**config.mk**
```make
export PLATFORM = sky130hd
export DESIGN_NAME = mem_arbiter
export DESIGN_NICKNAME = d
export VERILOG_FILES = /design/src/rtl/mem_arb_pkg.sv /design/src/rtl/mem_arb_timer.sv /design/src/rtl/mem_arbiter.sv
export SDC_FILE = /design/constraint.sdc
export NUM_CORES = 1
export LEC_CHECK = 0
export ABC_AREA = 1
export CAP_MARGIN = 20
export CORE_MARGIN = 2
export CORE_UTILIZATION = 35
export CTS_CLUSTER_DIAMETER = 200
export CTS_CLUSTER_SIZE = 16
export DETAILED_ROUTE_END_ITERATION = 16
export MAX_ROUTING_LAYER = met4
export PLACE_DENSITY = 0.83
export SYNTH_ARGS = -nofsm -noshare
export SYNTH_HDL_FRONTEND = slang
export SYNTH_SLANG_ARGS = --single-unit
```
**constraint.sdc**
```tcl
create_clock -name clk -period 1.8 [get_ports clk]
set_clock_uncertainty 0.2 [all_clocks]
set_input_delay 0.54 -clock clk [delete_from_list [all_inputs] [get_ports clk]]
set_output_delay 0.54 -clock clk [all_outputs]
set_load 0.03 [all_outputs]
```
**src/rtl/mem_arb_pkg.sv**
```systemverilog
// Shared types and constants for the IF/D unified-memory arbiter.
package mem_arb_pkg;

    typedef enum logic [1:0] {
        IDLE    = 2'd0,
        BUSY_IF = 2'd1,
        BUSY_D  = 2'd2
    } state_t;

    typedef enum logic {
        OWN_IF = 1'b0,
        OWN_D  = 1'b1
    } owner_t;

    localparam logic ADDR_MODE_WORD = 1'b0;
    localparam logic ADDR_MODE_BYTE = 1'b1;

endpackage

```
**src/rtl/mem_arb_timer.sv**
```systemverilog
// Loadable up-counter with a terminal flag at MAX; optionally saturating.
module mem_arb_timer #(
    parameter int unsigned WIDTH    = 8,
    parameter int unsigned MAX      = 255,
    parameter bit          SATURATE = 1'b0
) (
    input  logic             clk,
    input  logic             rst_n,
    input  logic             i_load,
    input  logic [WIDTH-1:0] i_load_val,
    input  logic             i_inc,
    output logic             o_term
);

    logic [WIDTH-1:0] r_cnt;
    logic             w_term;

    assign w_term = (r_cnt == WIDTH'(MAX));
    assign o_term = w_term;

    always_ff @(posedge clk or negedge rst_n) begin
        if (!rst_n) begin
            r_cnt <= '0;
        end else if (i_load) begin
            r_cnt <= i_load_val;
        end else if (i_inc && !(SATURATE && w_term)) begin
            r_cnt <= r_cnt + 1'b1;
        end
    end

endmodule

```
**src/rtl/mem_arbiter.sv**
```systemverilog
// Arbitrates one variable-latency memory port between instruction fetch and
// load/store, with data-first priority, a fetch starvation guard and a timeout.
module mem_arbiter #(
    parameter int unsigned ADDR_WIDTH = 32,
    parameter int unsigned DATA_WIDTH = 32,
    parameter int unsigned STARVE_MAX = 4,
    parameter int unsigned TIMEOUT    = 64
) (
    input  logic                  clk,
    input  logic                  rst_n,
    input  logic                  if_req,
    input  logic [ADDR_WIDTH-1:0] if_addr,
    output logic [DATA_WIDTH-1:0] if_rdata,
    output logic                  if_valid,
    input  logic                  d_req,
    input  logic                  d_we,
    input  logic [ADDR_WIDTH-1:0] d_addr,
    input  logic [DATA_WIDTH-1:0] d_wdata,
    input  logic                  d_addr_mode,
    output logic [DATA_WIDTH-1:0] d_rdata,
    output logic                  d_valid,
    output logic                  err,
    output logic                  mem_req,
    output logic                  mem_we,
    output logic [ADDR_WIDTH-1:0] mem_addr,
    output logic [DATA_WIDTH-1:0] mem_wdata,
    output logic                  mem_addr_mode,
    input  logic [DATA_WIDTH-1:0] mem_rdata,
    input  logic                  mem_ready,
    output logic                  stall
);
    import mem_arb_pkg::*;

    localparam int unsigned TMO_W = $clog2(TIMEOUT + 1);
    localparam int unsigned STV_W = $clog2(STARVE_MAX + 1);

    state_t r_state;
    owner_t w_owner;
    logic   w_idle, w_busy;
    logic   w_if_eff, w_d_eff;
    logic   w_grant_if, w_grant_d;
    logic   w_tmo_term, w_starve_term;
    logic   w_starve_inc, w_starve_clr;

    // A requester's own valid pulse masks the request it has not yet dropped.
    assign w_if_eff   = if_req & ~if_valid;
    assign w_d_eff    = d_req & ~d_valid;
    assign w_idle     = (r_state == IDLE);
    assign w_busy     = ~w_idle;
    assign w_grant_d  = w_idle & w_d_eff & ~(w_if_eff & w_starve_term);
    assign w_grant_if = w_idle & w_if_eff & ~w_grant_d;
    assign w_owner    = (r_state == BUSY_D) ? OWN_D : OWN_IF;

    assign w_starve_inc = w_grant_d & if_req;
    assign w_starve_clr = w_grant_if | (w_grant_d & ~if_req);

    assign stall = w_if_eff | w_d_eff;

    mem_arb_timer #(
        .WIDTH   (TMO_W),
        .MAX     (TIMEOUT - 1),
        .SATURATE(1'b0)
    ) u_tmo (
        .clk       (clk),
        .rst_n     (rst_n),
        .i_load    (w_grant_if | w_grant_d),
        .i_load_val('0),
        .i_inc     (w_busy),
        .o_term    (w_tmo_term)
    );

    mem_arb_timer #(
        .WIDTH   (STV_W),
        .MAX     (STARVE_MAX),
        .SATURATE(1'b1)
    ) u_starve (
        .clk       (clk),
        .rst_n     (rst_n),
        .i_load    (w_starve_clr),
        .i_load_val('0),
        .i_inc     (w_starve_inc),
        .o_term    (w_starve_term)
    );

    always_ff @(posedge clk or negedge rst_n) begin
        if (!rst_n) begin
            r_state       <= IDLE;
            mem_req       <= 1'b0;
            mem_we        <= 1'b0;
            mem_addr      <= '0;
            mem_wdata     <= '0;
            mem_addr_mode <= ADDR_MODE_WORD;
            if_rdata      <= '0;
            d_rdata       <= '0;
            if_valid      <= 1'b0;
            d_valid       <= 1'b0;
            err           <= 1'b0;
        end else begin
            if_valid <= 1'b0;
            d_valid  <= 1'b0;
            err      <= 1'b0;
            case (r_state)
                IDLE: begin
                    if (w_grant_d) begin
                        mem_req       <= 1'b1;
                        mem_we        <= d_we;
                        mem_addr      <= d_addr;
                        mem_wdata     <= d_wdata;
                        mem_addr_mode <= d_addr_mode;
                        r_state       <= BUSY_D;
                    end else if (w_grant_if) begin
                        mem_req       <= 1'b1;
                        mem_we        <= 1'b0;
                        mem_addr      <= if_addr;
                        mem_wdata     <= '0;
                        mem_addr_mode <= ADDR_MODE_WORD;
                        r_state       <= BUSY_IF;
                    end
                end
                BUSY_IF, BUSY_D: begin
                    // A ready in the terminal timeout cycle completes normally.
                    if (mem_ready || w_tmo_term) begin
                        mem_req <= 1'b0;
                        err     <= ~mem_ready;
                        r_state <= IDLE;
                        if (w_owner == OWN_D) begin
                            d_valid <= 1'b1;
                            d_rdata <= mem_ready ? mem_rdata : '0;
                        end else begin
                            if_valid <= 1'b1;
                            if_rdata <= mem_ready ? mem_rdata : '0;
                        end
                    end
                end
                default: begin
                    mem_req <= 1'b0;
                    r_state <= IDLE;
                end
            endcase
        end
    end

endmodule

```
[Yosys cells after proc, flatten, opt, wreduce, memory -nomap -nowiden]
Cells that the tools add are included.
Cells by class
  add/sub/neg operators: 2
  equal/unequal tests: 7
  muxes and demuxes: 29
  bitwise operators: 19
  reductions and logical operators: 11
Operators by type and width (number)
  $mux W32: 5
  $mux W1: 15
  $mux W7: 2
  $and A1 B1 Y1: 9
  $add A7 B1 Y7 const B: 1
  $eq A7 B6 Y1 const B: 1
  $not A1 Y1: 7
  $mux W2: 3
  $mux W3: 2
  $reduce_and A3 Y1: 2
  $pmux W2 S2: 1
  $reduce_and A2 Y1: 2
  $reduce_bool A2 Y1: 2
  $add A3 B1 Y3 const B: 1
  $eq A3 B3 Y1 const B: 1
  $ne A3 B1 Y1 const B: 1
  $or A1 B1 Y1: 3
  $eq A2 B1 Y1 const B: 1
  $eq A2 B2 Y1 const B: 1
  $logic_not A2 Y1: 1
  $ne A2 B1 Y1 const B: 1
  $ne A2 B2 Y1 const B: 1
  $pmux W1 S2: 1
  $reduce_or A2 Y1: 1
  3 further kinds: 3
Word-level totals
  register bits: 146
  input port bits: 135
  output and inout port bits: 135
  word-level logic and storage cells: 81

[Longest topological paths before layout]
  depth after elaboration: 10
  mapped depth: 11
  gate-level depth less buffers: 9

[Hierarchy]
From an unflattened synthesis, not the netlist that was laid out.
Unflattened totals
  cell total of the unflattened synthesis: 755
  area total of the unflattened synthesis: 6438.7 um^2
Modules (own cells, without submodules)
  mem_arbiter: times used 1, cells each 671, area an instance 5759.3 um^2, seq. area each 3403.3 um^2
  mem_arb_timer (u_tmo): times used 1, cells each 54, area an instance 454.2 um^2, seq. area each 175.2 um^2
  mem_arb_timer (u_starve): times used 1, cells each 30, area an instance 225.2 um^2, seq. area each 75.1 um^2

[Worst setup path after synthesis]
No wires, ideal clock.
  path kind: register to register
  from: register d_valid
  to: register mem_addr[17]
  arrival: 1.520 ns
  data required time: 1.476 ns
  slack: -0.044 ns
  cell stages (with the launch flop): 9
  cells stage by stage: dfrtp_1 inv_1 nand2_1 nand2_1 nand2_2 inv_2 buf_2 nor2_1 a21oi_2
Between the ends
  longest elaborated chain between the ends: 8
RTL lines
  start, declared: line mem_arbiter.sv:21  | output logic d_valid,
  start signal, assigned: line mem_arbiter.sv:96  | d_valid <= 1'b0;
  start signal, assigned: line mem_arbiter.sv:100  | d_valid <= 1'b0;
  start signal, assigned: line mem_arbiter.sv:127  | d_valid <= 1'b1;
  $not A1 Y1 (*): line mem_arbiter.sv:47  | assign w_d_eff = d_req & ~d_valid;
  $and A1 B1 Y1 (*): line mem_arbiter.sv:47
  $and A1 B1 Y1 (*) (2 in series): line mem_arbiter.sv:50  | assign w_grant_d = w_idle & w_d_eff & ~(w_if_eff & w_starve_term);
  $not A1 Y1: line mem_arbiter.sv:51  | assign w_grant_if = w_idle & w_if_eff & ~w_grant_d;
  $and A1 B1 Y1: line mem_arbiter.sv:51
  $reduce_bool A2 Y1 (no source line)
  $reduce_and A2 Y1 (no source line)
  end signal, assigned: line mem_arbiter.sv:107  | mem_addr <= d_addr;
  end signal, assigned: line mem_arbiter.sv:114  | mem_addr <= if_addr;
  end, declared: line mem_arbiter.sv:25  | output logic [ADDR_WIDTH-1:0] mem_addr,
Mark *: on every way between the ends. The rest lies on a longest branch, timed or not.
A chain may end at the register's enable or synchronous reset.

[Worst setup path after layout]
  from: register d_valid
  to: output port stall
Between the ends
  longest elaborated chain between the ends: 3
RTL lines
  $not A1 Y1: line mem_arbiter.sv:47
  $and A1 B1 Y1: line mem_arbiter.sv:47
  $or A1 B1 Y1: line mem_arbiter.sv:57  | assign stall = w_if_eff | w_d_eff;
  end, declared: line mem_arbiter.sv:30  | output logic stall
No other way between the ends.

==> impl_metrics.json <==
{
  "status": "finished, violations left",
  "violations": "negative setup slack",
  "fin_setup_tns_ns": -0.1168,
  "postSynthCellCount": 599,
  "grt_pass1_wl_um": 28210,
  "arrival_ns": 1.16,
  "n_antenna_cell": 0,
  "fin_util_pct": 60.19,
  "cp.required_ns": 1.06,
  "cts-root-buf": "clkbuf_16",
  "tightest_slew_ns": 0.3295,
  "numPortBuffers": 269,
  "crit_path_end": "stall",
  "htree_levels": 4,
  "finalWorstSetupSlack_ns": -0.09723,
  "pwr_density_cell_mw_per_mm2": 1959,
  "clkSinkCount": 146,
  "hpwl_um": 12930,
  "cts_buffers": 17,
  "vias": 5662,
  "drc": 0,
  "p_leak_nw": 4.857,
  "grt_antenna_before_repair": 0,
  "crit_path_start": "d_valid",
  "synth_area_per_cell_sq_um": 10.10,
  "syn2layout_area_growth_pct": 70.23,
  "clkTransAtPathRegs_ns": 0.06,
  "regToRegSetupSlack_ns": 0.01,
  "r2r_start": "u_tmo.r_cnt[0]",
  "fmax_mhz": 527.1,
  "drt_iter0_drc": 375,
  "crit_path_max_fanout": 2,
  "yosysWarnings": 0,
  "hold_viol_final": 0,
  "start_kind": "flip-flop",
  "rsz0062_at_grt": "yes",
  "track_usage_pct": 20.33,
  "ys_seq_area_share_pct": 60.37,
  "grt_max_degree": 59,
  "die_w_um": 135.5,
  "die_h_um": 135.5,
  "std_cell_rows": 48,
  "num-fill-cells": 1406,
  "antenna_left": 0,
  "nets": 1048,
  "dieArea_sq_mm": 0.01836,
  "clk_latency_ns": 0.41,
  "io_pins": 270,
  "grt.overflow.total": 0,
  "routed_wl_um": 20390,
  "drv_cap": 0,
  "setup_viol": 4,
  "ir_drop_mv": 0.7856,
  "core_sq_mm": 0.01712,
  "reg2reg_to": "if_rdata[30]",
  "ys_seq_elements": 146,
  "grt_pass1_vias": 5441,
  "syn-cell-area_sq_mm": 0.006052,
  "min_period_ns": 1.897,
  "drive_above_1_share_pct": 36.96,
  "cp-end-kind": "output port",
  "wl_per_cell_um": 17.80,
  "cts_tree": "done",
  "vias_per_cell": 4.945,
  "relSlewSlack_pct": 77.80,
  "clockBufferDepth": 2,
  "post-route-period-util_pct": 105.4,
  "place_ws_ns": -0.3746,
  "rr_worst_depth": 10,
  "drv_slew": 0,
  "syn-num-nets": 739,
  "firstDrtPassIters": 8,
  "synth_cell_types": 27,
  "routabilityCongestion": 0.8641,
  "initial_core_util_pct": 35.36,
  "path_class": "reg2out",
  "hp-class": "reg2reg"
}
## routing by layer
metal | GRT usage (%) | routed length, um | share of wire, %
met1 | 24.30 | 8154 | 40
met3 | 5.238 | 1199 | 5.9
met2 | 32.94 | 10350 | 51
met5 | - | 0 | 0
met4 | 8.275 | 682 | 3.3
## registers in the layout (all words and copies together), names as in the netlist
name,cells
mem_we,1
d_rdata,32
mem_addr,32
u_tmo.r_cnt,7
if_valid,1
mem_addr_mode,1
u_starve.r_cnt,3
mem_req,1
if_rdata,32
r_state,2
d_valid,1
mem_wdata,32
err,1
## metrics by stage
step | hold WS, ns | area, sq um | power [mW] | instances
CTS | 0.2773 | 9583 | 18.83 | 1123
global route | 0.2889 | 10300 | 21.17 | 1145
detailed placement | 0.2671 | 9339 | 15.96 | 1088
finish | 0.2783 | 10300 | 20.18 | 1145
floorplan | 0.04441 | 6055 | 11.27 | 599
global placement | 0.2659 | 9339 | 15.70 | 1088
## worst min path at each step
stage / from / end / slack, ns / cells after the start
6_report: if_rdata[28] / if_rdata[28] / 0.28 / 2
3_3_place_gp: if_rdata[0] / if_rdata[0] / 0.27 / 2
4_1_cts: if_rdata[13] / if_rdata[13] / 0.28 / 2
2_1_floorplan: rst_n / d_rdata[0] / 0.04 / 0
3_5_place_dp: if_rdata[13] / if_rdata[13] / 0.27 / 2
5_1_grt: if_rdata[28] / if_rdata[28] / 0.29 / 2
## power breakdown
| part | leakage [nW] | switching [mW] | total (mW) | internal, mW |
|---|---|---|---|---|
| clock network | 0.266 | 1.41 | 3.47 | 2.07 |
| registers | 1.85 | 1.05 | 5.80 | 4.74 |
| logic | 2.74 | 6.35 | 10.9 | 4.56 |
| total | 4.86 | 8.81 | 20.2 | 11.4 |
## synthesized netlist by cell type
library cell    n  area share (%)
nand2_2         5            0.52
nor2_1         38             2.4
a22o_1         34             4.9
nand4_1         2            0.21
nor2_2          1            0.10
buf_6          11             2.0
o21ai_2        23             3.3
nand3_2         1            0.17
inv_2           2            0.12
nor2_8          1            0.33
nor2_4          1            0.19
buf_4           1            0.12
clkbuf_1       12            0.74
xor2_1          1            0.14
o21ai_1         9            0.74
dfrtp_1       146              60
o21ai_0        71             5.9
nand2_1       157             9.7
a21oi_2         8             1.2
buf_8           1            0.25
nand3_1        12            0.99
inv_1          15            0.93
inv_4           2            0.21
buf_2          13             1.1
a21oi_1        26             2.2
ha_1            5             1.0
nand2_4         1            0.19
## critical path, stage by stage (launching register included)
cell and delay, ns:
dfrtp_1 0.38, inv_2 0.10, nand2_4 0.06, nand2_4 0.08, buf_12 0.12
## layout by cell type (no fill, tap or decap), types with 3 or more instances in the layout
| cell type | n |
|---|---|
| a21oi_1 | 25 |
| a21oi_2 | 9 |
| a22o_1 | 34 |
| buf_12 | 37 |
| buf_2 | 73 |
| buf_4 | 60 |
| buf_6 | 8 |
| clkbuf_16 | 28 |
| clkdlybuf4s50_1 | 131 |
| clkinv_2 | 3 |
| clkinvlp_4 | 6 |
| dfrtp_1 | 146 |
| inv_1 | 12 |
| inv_2 | 5 |
| nand2_1 | 107 |
| nand2_2 | 35 |
| nand2_4 | 20 |
| nand3_1 | 12 |
| nor2_1 | 37 |
| o21ai_0 | 47 |
| o21ai_1 | 21 |
| o21ai_2 | 35 |
## layout make-up
| type | instances | area, sq um | area share [%] |
|---|---|---|---|
| Timing Repair Buffer | 328 | 3333 | 32.35 |
| Tap cell | 225 | 281.5 | 2.733 |
| Clock inverter | 13 | 137.6 | 1.336 |
| Clock buffer | 18 | 439.2 | 4.263 |
| Multi-Input combinational cell | 396 | 2376 | 23.06 |
| Sequential cell | 146 | 3654 | 35.46 |
| Inverter | 19 | 81.33 | 0.7894 |
## kinds of logic after synthesis
logic type               after synthesis  synth area share, %
AND/OR/NAND/NOR                      219                14.78
XOR/XNOR                               1               0.1447
buffers and inverters                 57                5.499
adder cells (fa/ha/maj)                5                1.034
AO/OA/AOI/OAI                        171                18.17
flip-flops                           146                60.37
## timing repair
item | in CTS | in global routing
cloned | 1 | 14
pin swaps | 2 | 3
gates resized for setup | 417 | 140
endpoints found under the setup margin | 85 | 139
hold endpoints to repair | 146 | 0
setup buffers | 2 | 8
hold buffers | 1 | 0
Note: power is estimated with default switching activity, not from simulation.
